==> config.mk <==
export PLATFORM = sky130hd
export DESIGN_NAME = tmng_sequencer
export DESIGN_NICKNAME = d
export VERILOG_FILES = /design/src/rtl/tmng_sequencer.sv
export SDC_FILE = /design/constraint.sdc
export NUM_CORES = 1
export LEC_CHECK = 0
export CAP_MARGIN = 20
export CORE_MARGIN = 4
export CORE_UTILIZATION = 60
export CTS_BUF_LIST = sky130_fd_sc_hd__clkbuf_4 sky130_fd_sc_hd__clkbuf_8
export DETAILED_ROUTE_END_ITERATION = 16
export HOLD_SLACK_MARGIN = 0.12
export PLACE_DENSITY = 0.91
export REMOVE_ABC_BUFFERS = 1
export SYNTH_ARGS = -nofsm -noshare
export SYNTH_HDL_FRONTEND = slang
export SYNTH_SLANG_ARGS = --single-unit
export TNS_END_PERCENT = 50
==> constraint.sdc <==
create_clock -name clk -period 10 [get_ports clk]
set_input_delay 1.5 -clock clk [delete_from_list [all_inputs] [get_ports clk]]
set_output_delay 1.5 -clock clk [all_outputs]
set_load 0.02 [all_outputs]
==> src/rtl/tmng_sequencer.sv <==
// Program sequencer for the time-multiplexed NAND core: expands each stored
// "dst = NAND(src_a, src_b)" instruction into a 4-cycle command pattern.
module tmng_sequencer #(
  parameter int PROG_DEPTH = 16,
  parameter int PC_W       = 4,
  parameter int ADDR_W     = 7
) (
  input  logic                  clk,
  input  logic                  rst,
  input  logic                  prog_we,
  input  logic [PC_W-1:0]       prog_addr,
  input  logic [3*ADDR_W-1:0]   prog_data,
  input  logic [PC_W:0]         len,
  input  logic                  start,
  output logic                  busy,
  output logic                  done,
  output logic [PC_W-1:0]       pc,
  output logic [ADDR_W:0]       core_ui,
  output logic [ADDR_W:0]       core_uio
);

  // state   | meaning
  // IDLE    | waiting for start, command bytes parked at zero
  // PH_A    | drive src_a with mode=0 (operand A load)
  // PH_B    | drive src_b with mode=1 and commit=1 with dst (write)
  // PH_C    | drain, commit low
  // PH_D    | drain, re-arms the core's commit edge detector; advance or finish
  typedef enum logic [2:0] {IDLE, PH_A, PH_B, PH_C, PH_D} state_t;

  localparam int INSTR_W = 3 * ADDR_W;
  localparam logic [PC_W:0] LEN_MAX = (PC_W + 1)'(PROG_DEPTH);

  state_t               state_q, state_d;
  logic [PC_W-1:0]      pc_q, pc_d;
  logic [PC_W:0]        len_q, len_d;
  logic [INSTR_W-1:0]   instr_q, instr_d;
  logic                 busy_q, busy_d;
  logic                 done_q, done_d;
  logic [ADDR_W:0]      ui_q, ui_d;
  logic [ADDR_W:0]      uio_q, uio_d;
  logic [PC_W:0]        len_eff;
  logic [PC_W:0]        pc_inc;
  logic [INSTR_W-1:0]   fetch;

  logic [INSTR_W-1:0]   mem_q [PROG_DEPTH];

  assign len_eff = (len > LEN_MAX) ? LEN_MAX : len;
  assign pc_inc  = {1'b0, pc_q} + (PC_W + 1)'(1);

  always_comb begin
    state_d = state_q;
    pc_d    = pc_q;
    len_d   = len_q;
    instr_d = instr_q;
    done_d  = 1'b0;
    ui_d    = '0;
    uio_d   = '0;
    fetch   = '0;

    unique case (state_q)
      IDLE: begin
        if (start) begin
          if (len_eff != '0) begin
            state_d = PH_A;
            pc_d    = '0;
            len_d   = len_eff;
          end else begin
            done_d = 1'b1;
          end
        end
      end
      PH_A: begin
        state_d = PH_B;
        ui_d    = {1'b1, instr_q[ADDR_W +: ADDR_W]};
        uio_d   = {1'b1, instr_q[0 +: ADDR_W]};
      end
      PH_B: state_d = PH_C;
      PH_C: state_d = PH_D;
      PH_D: begin
        if (pc_inc < len_q) begin
          state_d = PH_A;
          pc_d    = pc_inc[PC_W-1:0];
        end else begin
          state_d = IDLE;
          done_d  = 1'b1;
        end
      end
      default: state_d = IDLE;
    endcase

    // Instruction is captured on PH_A entry so later writes cannot disturb it
    if (state_d == PH_A) begin
      fetch   = mem_q[pc_d];
      instr_d = fetch;
      ui_d    = {1'b0, fetch[2*ADDR_W +: ADDR_W]};
    end

    busy_d = (state_d != IDLE);
  end

  always_ff @(posedge clk) begin
    if (rst) begin
      state_q <= IDLE;
      pc_q    <= '0;
      len_q   <= '0;
      instr_q <= '0;
      busy_q  <= 1'b0;
      done_q  <= 1'b0;
      ui_q    <= '0;
      uio_q   <= '0;
    end else begin
      state_q <= state_d;
      pc_q    <= pc_d;
      len_q   <= len_d;
      instr_q <= instr_d;
      busy_q  <= busy_d;
      done_q  <= done_d;
      ui_q    <= ui_d;
      uio_q   <= uio_d;
    end
  end

  // Program store is deliberately left out of reset so it survives rst
  always_ff @(posedge clk) begin
    if (prog_we && !busy_q) begin
      mem_q[prog_addr] <= prog_data;
    end
  end

  assign busy     = busy_q;
  assign done     = done_q;
  assign pc       = pc_q;
  assign core_ui  = ui_q;
  assign core_uio = uio_q;

endmodule

== After elaboration in Yosys (flattened, before gate mapping) ==
Memories as Yosys holds them, arrays and structs flattened.
Index checks and enable logic that the tools add are counted.
Widths: inputs -> output; s select.

* Flip-flop bits (word level): 44
* Bits in writable memories: 336
* Input bits: 34
* Output and inout port bits: 22
* Logic and storage cells: 46
* Memories kept: 1

{| class="wikitable"
|+ Memory list
! memory !! words !! bits a word !! read ports !! clocked after Yosys merged registers in !! wr ports !! line !! text
|-
| mem_q || 16 || 21 || 1 || 0 || 1 || 45 || <nowiki>logic [INSTR_W-1:0] mem_q [PROG_DEPTH];</nowiki>
|}

* Add/sub/neg operators: 1
* Order comparisons: 2
* Eq/ne operators: 5
* Multiplexer cells: 18
* Bitwise logic cells: 1
* Reduce and logical (&&, ||, !) cells: 8

{| class="wikitable"
|+ Operators by type and width
! kind !! count
|-
| $mux 8 || 2
|-
| $pmux 3 s5 || 1
|-
| $mux 4 || 3
|-
| $pmux 4 s2 || 1
|-
| $mux 7 || 1
|-
| $eq 3x1->1 const B || 2
|-
| $eq 3x2->1 const B || 2
|-
| $mux 1 || 6
|-
| $mux 3 || 2
|-
| $add 4x1->5 const B || 1
|-
| $gt 5x5->1 const B || 1
|-
| $lt 5x5->1 || 1
|-
| $mux 5 || 1
|-
| $reduce_bool 5->1 || 1
|-
| $reduce_or 2->1 || 2
|-
| $eq 3x3->1 const B || 1
|-
| $logic_not 3->1 || 1
|-
| $reduce_and 3->1 || 1
|-
| $reduce_bool 3->1 || 1
|-
| $pmux 1 s2 || 1
|-
| $logic_and 1x1->1 || 1
|-
| $logic_not 1->1 || 1
|-
| $not 1->1 || 1
|}

== Logic depth before layout (Yosys ltp) ==
* Depth after elaboration: 8
* Gate-level depth with buffers: 16
* Mapped depth without buffers: 12

== Worst setup path after synthesis ==
Ideal clock, no wire load.

* Path kind: in2reg
* Start: in prog_we
* End: mem mem_q[8][0] (netlist bit), enable pin
* Setup time: 0.426 ns
* Arrival time: 3.546 ns
* Required time: 9.574 ns
* Setup slack: 6.028 ns
* Stages on the path: 3
* Buffers on the path: 0
* Cells stage by stage: nand2b_1 > or3b_2 > nor3_1

* Longest elaborated chain between the ends: 3

{| class="wikitable"
|+ RTL lines
! element !! line !! text
|-
| start: declaration || 10 || <nowiki>input logic prog_we,</nowiki>
|-
| $logic_and 1x1->1 || 125 || <nowiki>if (prog_we && !busy_q) begin</nowiki>
|-
| $mux 1 || 125 ||
|-
| $mux 1 (implied by the code) || 126 || <nowiki>mem_q[prog_addr] <= prog_data;</nowiki>
|-
| end: declaration || 45 ||
|}

No other way between the ends.

== Worst setup path in the final report ==
* Start: reg pc_q[2], in the netlist pc[2]
* End: reg ui_q[3], in the netlist core_ui[3]

* Longest elaborated chain between the ends: 6
* Elaborated cells between the ends (all ways): 11
* Those cells by class: add/sub (1); order compare (1); eq/ne (1); mux (7); memory (1)

{| class="wikitable"
|+ RTL lines
! element !! line !! text
|-
| start: declaration || 34 || <nowiki>logic [PC_W-1:0] pc_q, pc_d;</nowiki>
|-
| start signal: assignment || 113 || <nowiki>pc_q <= pc_d;</nowiki>
|-
| $add 4x1->5 || 48 || <nowiki>assign pc_inc = {1'b0, pc_q} + (PC_W + 1)'(1);</nowiki>
|-
| $lt 5x5->1 || 80 || <nowiki>if (pc_inc < len_q) begin</nowiki>
|-
| $mux 4 or $mux 1 (tied branches) || 80 ||
|-
| $pmux 4 s2 or $pmux 3 s5 (tied branches) || 60 || <nowiki>unique case (state_q)</nowiki>
|-
| $mem_v2 16x21 or $eq 3x1->1 (tied branches) || n/a ||
|-
| $mux 7 * || 92 || <nowiki>if (state_d == PH_A) begin</nowiki>
|-
| end signal: assignment || 118 || <nowiki>ui_q <= ui_d;</nowiki>
|-
| end: declaration || 39 || <nowiki>logic [ADDR_W:0] ui_q, ui_d;</nowiki>
|}

Mark *: on every way between the ends. The rest lies on a longest branch, timed or not.
A chain may end at the register's enable or synchronous reset.

==> results.yml <==
detailed_routing:
  drt_first_iter_violations: 1341
  final_antenna_net_count: 0
  routed_wl_um: 36440
  routed_via_density: 6.487
  via_count: 9504
  dr.pass1.iters: 5
  wl_per_cell_um: 24.88
  drc: 0
min_path:
  hold_end: "core_uio[5]$_SDFF_PP0_"
  hold_depth: 1
  worstHoldStart: "instr_q[5]$_SDFFE_PP0P_"
  hold_class: "reg2reg"
power_and_ir_drop:
  p_clk_share_pct: 39.1
  p_per_area_nw_per_um2: 186.1
  power_mw: 3.206
  p_int_mw: 2.506
  p_comb_share_pct: 5.3
  seqPwrFrac_pct: 55.5
  ir_worst_vdd_v: 0.0001157
  switchingPower_mw: 0.6995
  p_leak_nw: 6.257
  sw_frac_of_total_pct: 21.82
clocking:
  clk_latency_ns: 0.59
  cts_tree: "done"
  cts_hold_buf: 0
  cts_buffers: 56
  post_cts_buffers: 0
  clockRootBuffer: "clkbuf_8"
  cts.sinks: 380
  clkTransAtPathRegs_ns: 0.06
  clk_path_buf_depth: 3
  cts_max_level: 2
  ctsResizeCount: 0
placement:
  placedCellCount: 1358
  dp_slack_ns: 4.892
  place_congestion: 0.8586
  io_buffer_count: 55
  post-dp-hpwl_um: 21110
  postPlaceCellArea_um2: 16060
sta:
  slew-limit-headroom_pct: 25.08
  fin_setup_tns_ns: 0
  finalWorstSetupSlack_ns: 5.292
  finalHoldWorstSlack_ns: 0.4705
  post-route-period-util_pct: 47.08
  tightestPinTransition_ns: 1.120
  setup_viol: 0
  finClkSkew_ns: 0.02228
  drv_slew: 0
  period_needed_ns: 4.708
  hold_viol: 0
  fmax_mhz: 212.4
  rsz0062_at_grt: "no"
worst_setup_path:
  ff2ff_path_depth: 14
  r2r_end: "core_ui[3]$_SDFF_PP0_"
  critPathMaxFanout: 33
  startpoint_type: "flip-flop"
  crit_type: "reg2reg"
  end_kind: "flip-flop"
  reg2reg_from: "pc[2]$_SDFF_PP0_"
  required_ns: 10.47
  r2r_slack_ns: 5.29
  arrival_ns: 5.18
global_routing:
  grt_usage_pct: 25.59
  grt_pass1_wl_um: 55340
  grt_pass1_vias: 9731
  gr-total-overflow: 0
  grt_start_max_net_pins: 77
  antenna_found_initial: 1
synthesis:
  synth-seq-cells: 380
  synth-edff-count: 336
  synth_seq_area_share_pct: 72.41
  synthFlopType: "edfxtp_1"
  avgSynthCellArea_um2: 15.06
  async_reset_ff_share_pct: 0
  syn_inst: 1006
  synth_warnings: 0
  synth_area_leaders: "edfxtp_1, mux2i_1, dfxtp_1"
  synth_top_cell_area_share_pct: 66.60
  synth_area_um2: 15150
  synth_top_cell_by_area: "edfxtp_1"
  yosysUniqueCellTypes: 60
die:
  die_h_um: 166.9
  pin_count: 56
  dieArea_um2: 27860
  start_util_pct: 61.57
  fp.dieW_um: 166.9
  rows: 57
  fp.coreArea_um2: 24600
run_status:
  status: "finished, final reports clean"
layout:
  layout_common_cells: "edfxtp_1, nand2_1, mux2i_1"
  final_common_cell: "edfxtp_1"
  finalNonFillerCells: 1465
  layout-drive-gt1-share_pct: 15.70
  fillCellCount: 1459
  syn2layout_area_growth_pct: 13.70
  final_nets: 1132
  final_cell_area_um2: 17230
  final_util_pct: 70.01
run:
  maxCapViolations: 0
worst max path at each step:
stage | from | end | cells past startpoint
final | pc[2]$_SDFF_PP0_ | core_ui[3]$_SDFF_PP0_ | 14
after detailed placement | len[1] | core_ui[3]$_SDFF_PP0_ | 10
after global routing | pc[2]$_SDFF_PP0_ | core_ui[2]$_SDFF_PP0_ | 14
after CTS | pc[2]$_SDFF_PP0_ | core_ui[3]$_SDFF_PP0_ | 13
after floorplan | pc[2]$_SDFF_PP0_ | core_ui[0]$_SDFF_PP0_ | 12
after global placement | len[0] | core_ui[3]$_SDFF_PP0_ | 10
registers in the layout, indices dropped and copies added (netlist names):
register / flops
core_ui: 8
mem_q: 336
core_uio: 8
pc: 4
busy: 1
instr_q: 14
len_q: 5
done: 1
state_q: 3
critical path: stages (launching register included):
cell and delay, ns:
dfxtp_1 0.66, and3_1 0.29, xnor2_1 0.22, inv_1 0.14, ha_1 0.33, a21o_1 0.24
a211oi_4 0.38, nand2_1 0.43, a31o_2 0.38, buf_4 0.31, nor2_1 0.33, buf_4 0.28
a31o_2 0.18, a31oi_1 0.05, a221o_1 0.35
logic make-up (layout without fill, tap and decap cells):
logic type                 Yosys count  count (layout)  share of synthesized area (%)
xor gates and xnor gates             3               3                         0.1735
DFF                                380             380                          72.41
adders and majority gates            5               5                         0.4130
other                                0               1                              0
and+or+nand+nor                    271             271                          8.234
AOI/OAI and AO/OA                  152             152                          7.606
buffers and inverters               62             196                          2.246
muxes                              133             133                          8.911
Yosys cell counts (all sizes together), types with 5 or more instances:
cell,count
o221ai,16
o21ai,18
mux2i,121
o22ai,7
buf,36
ha,5
inv,11
mux2,12
a31o,8
a221oi,7
a221o,7
a21oi,31
or3,8
dfxtp,44
o2111a,5
nand3,40
o211ai,7
clkbuf,15
and2,16
nor4,5
a31oi,8
o2111ai,5
a32oi,7
nand2,120
nor3,18
a211oi,7
nor2,44
edfxtp,336
metal layers:
layer | track usage [%] | share of wire, % | up-vias
li1 | - | - | 4088
met2 | 42.04 | 49 | 639
met5 | 0 | 0 | -
met1 | 33.71 | 36 | 4629
met4 | 10.85 | 4.3 | 0
met3 | 5.049 | 10 | 148
cell type report:
type	count	area, um^2	share of cell area [%]
Sequential cell	380	10970	63.69
Multi-Input combinational cell	564	3909	22.69
Clock buffer	89	1081	6.276
Timing Repair Buffer	80	738.2	4.286
Tap cell	324	405.4	2.353
Clock inverter	16	77.57	0.4504
Inverter	11	41.29	0.2397
Antenna cell	1	2.502	0.01453
power groups by stage:
stage	clock (mW)	sequential (mW)	combinational [mW]
2_1_floorplan	0	1.81	0.0796
3_3_place_gp	0	1.81	0.156
3_5_place_dp	0	1.81	0.166
4_1_cts	1.26	1.78	0.167
5_1_grt	1.34	1.78	0.182
6_report	1.25	1.78	0.171
Note: power is estimated with default switching activity, not from simulation.
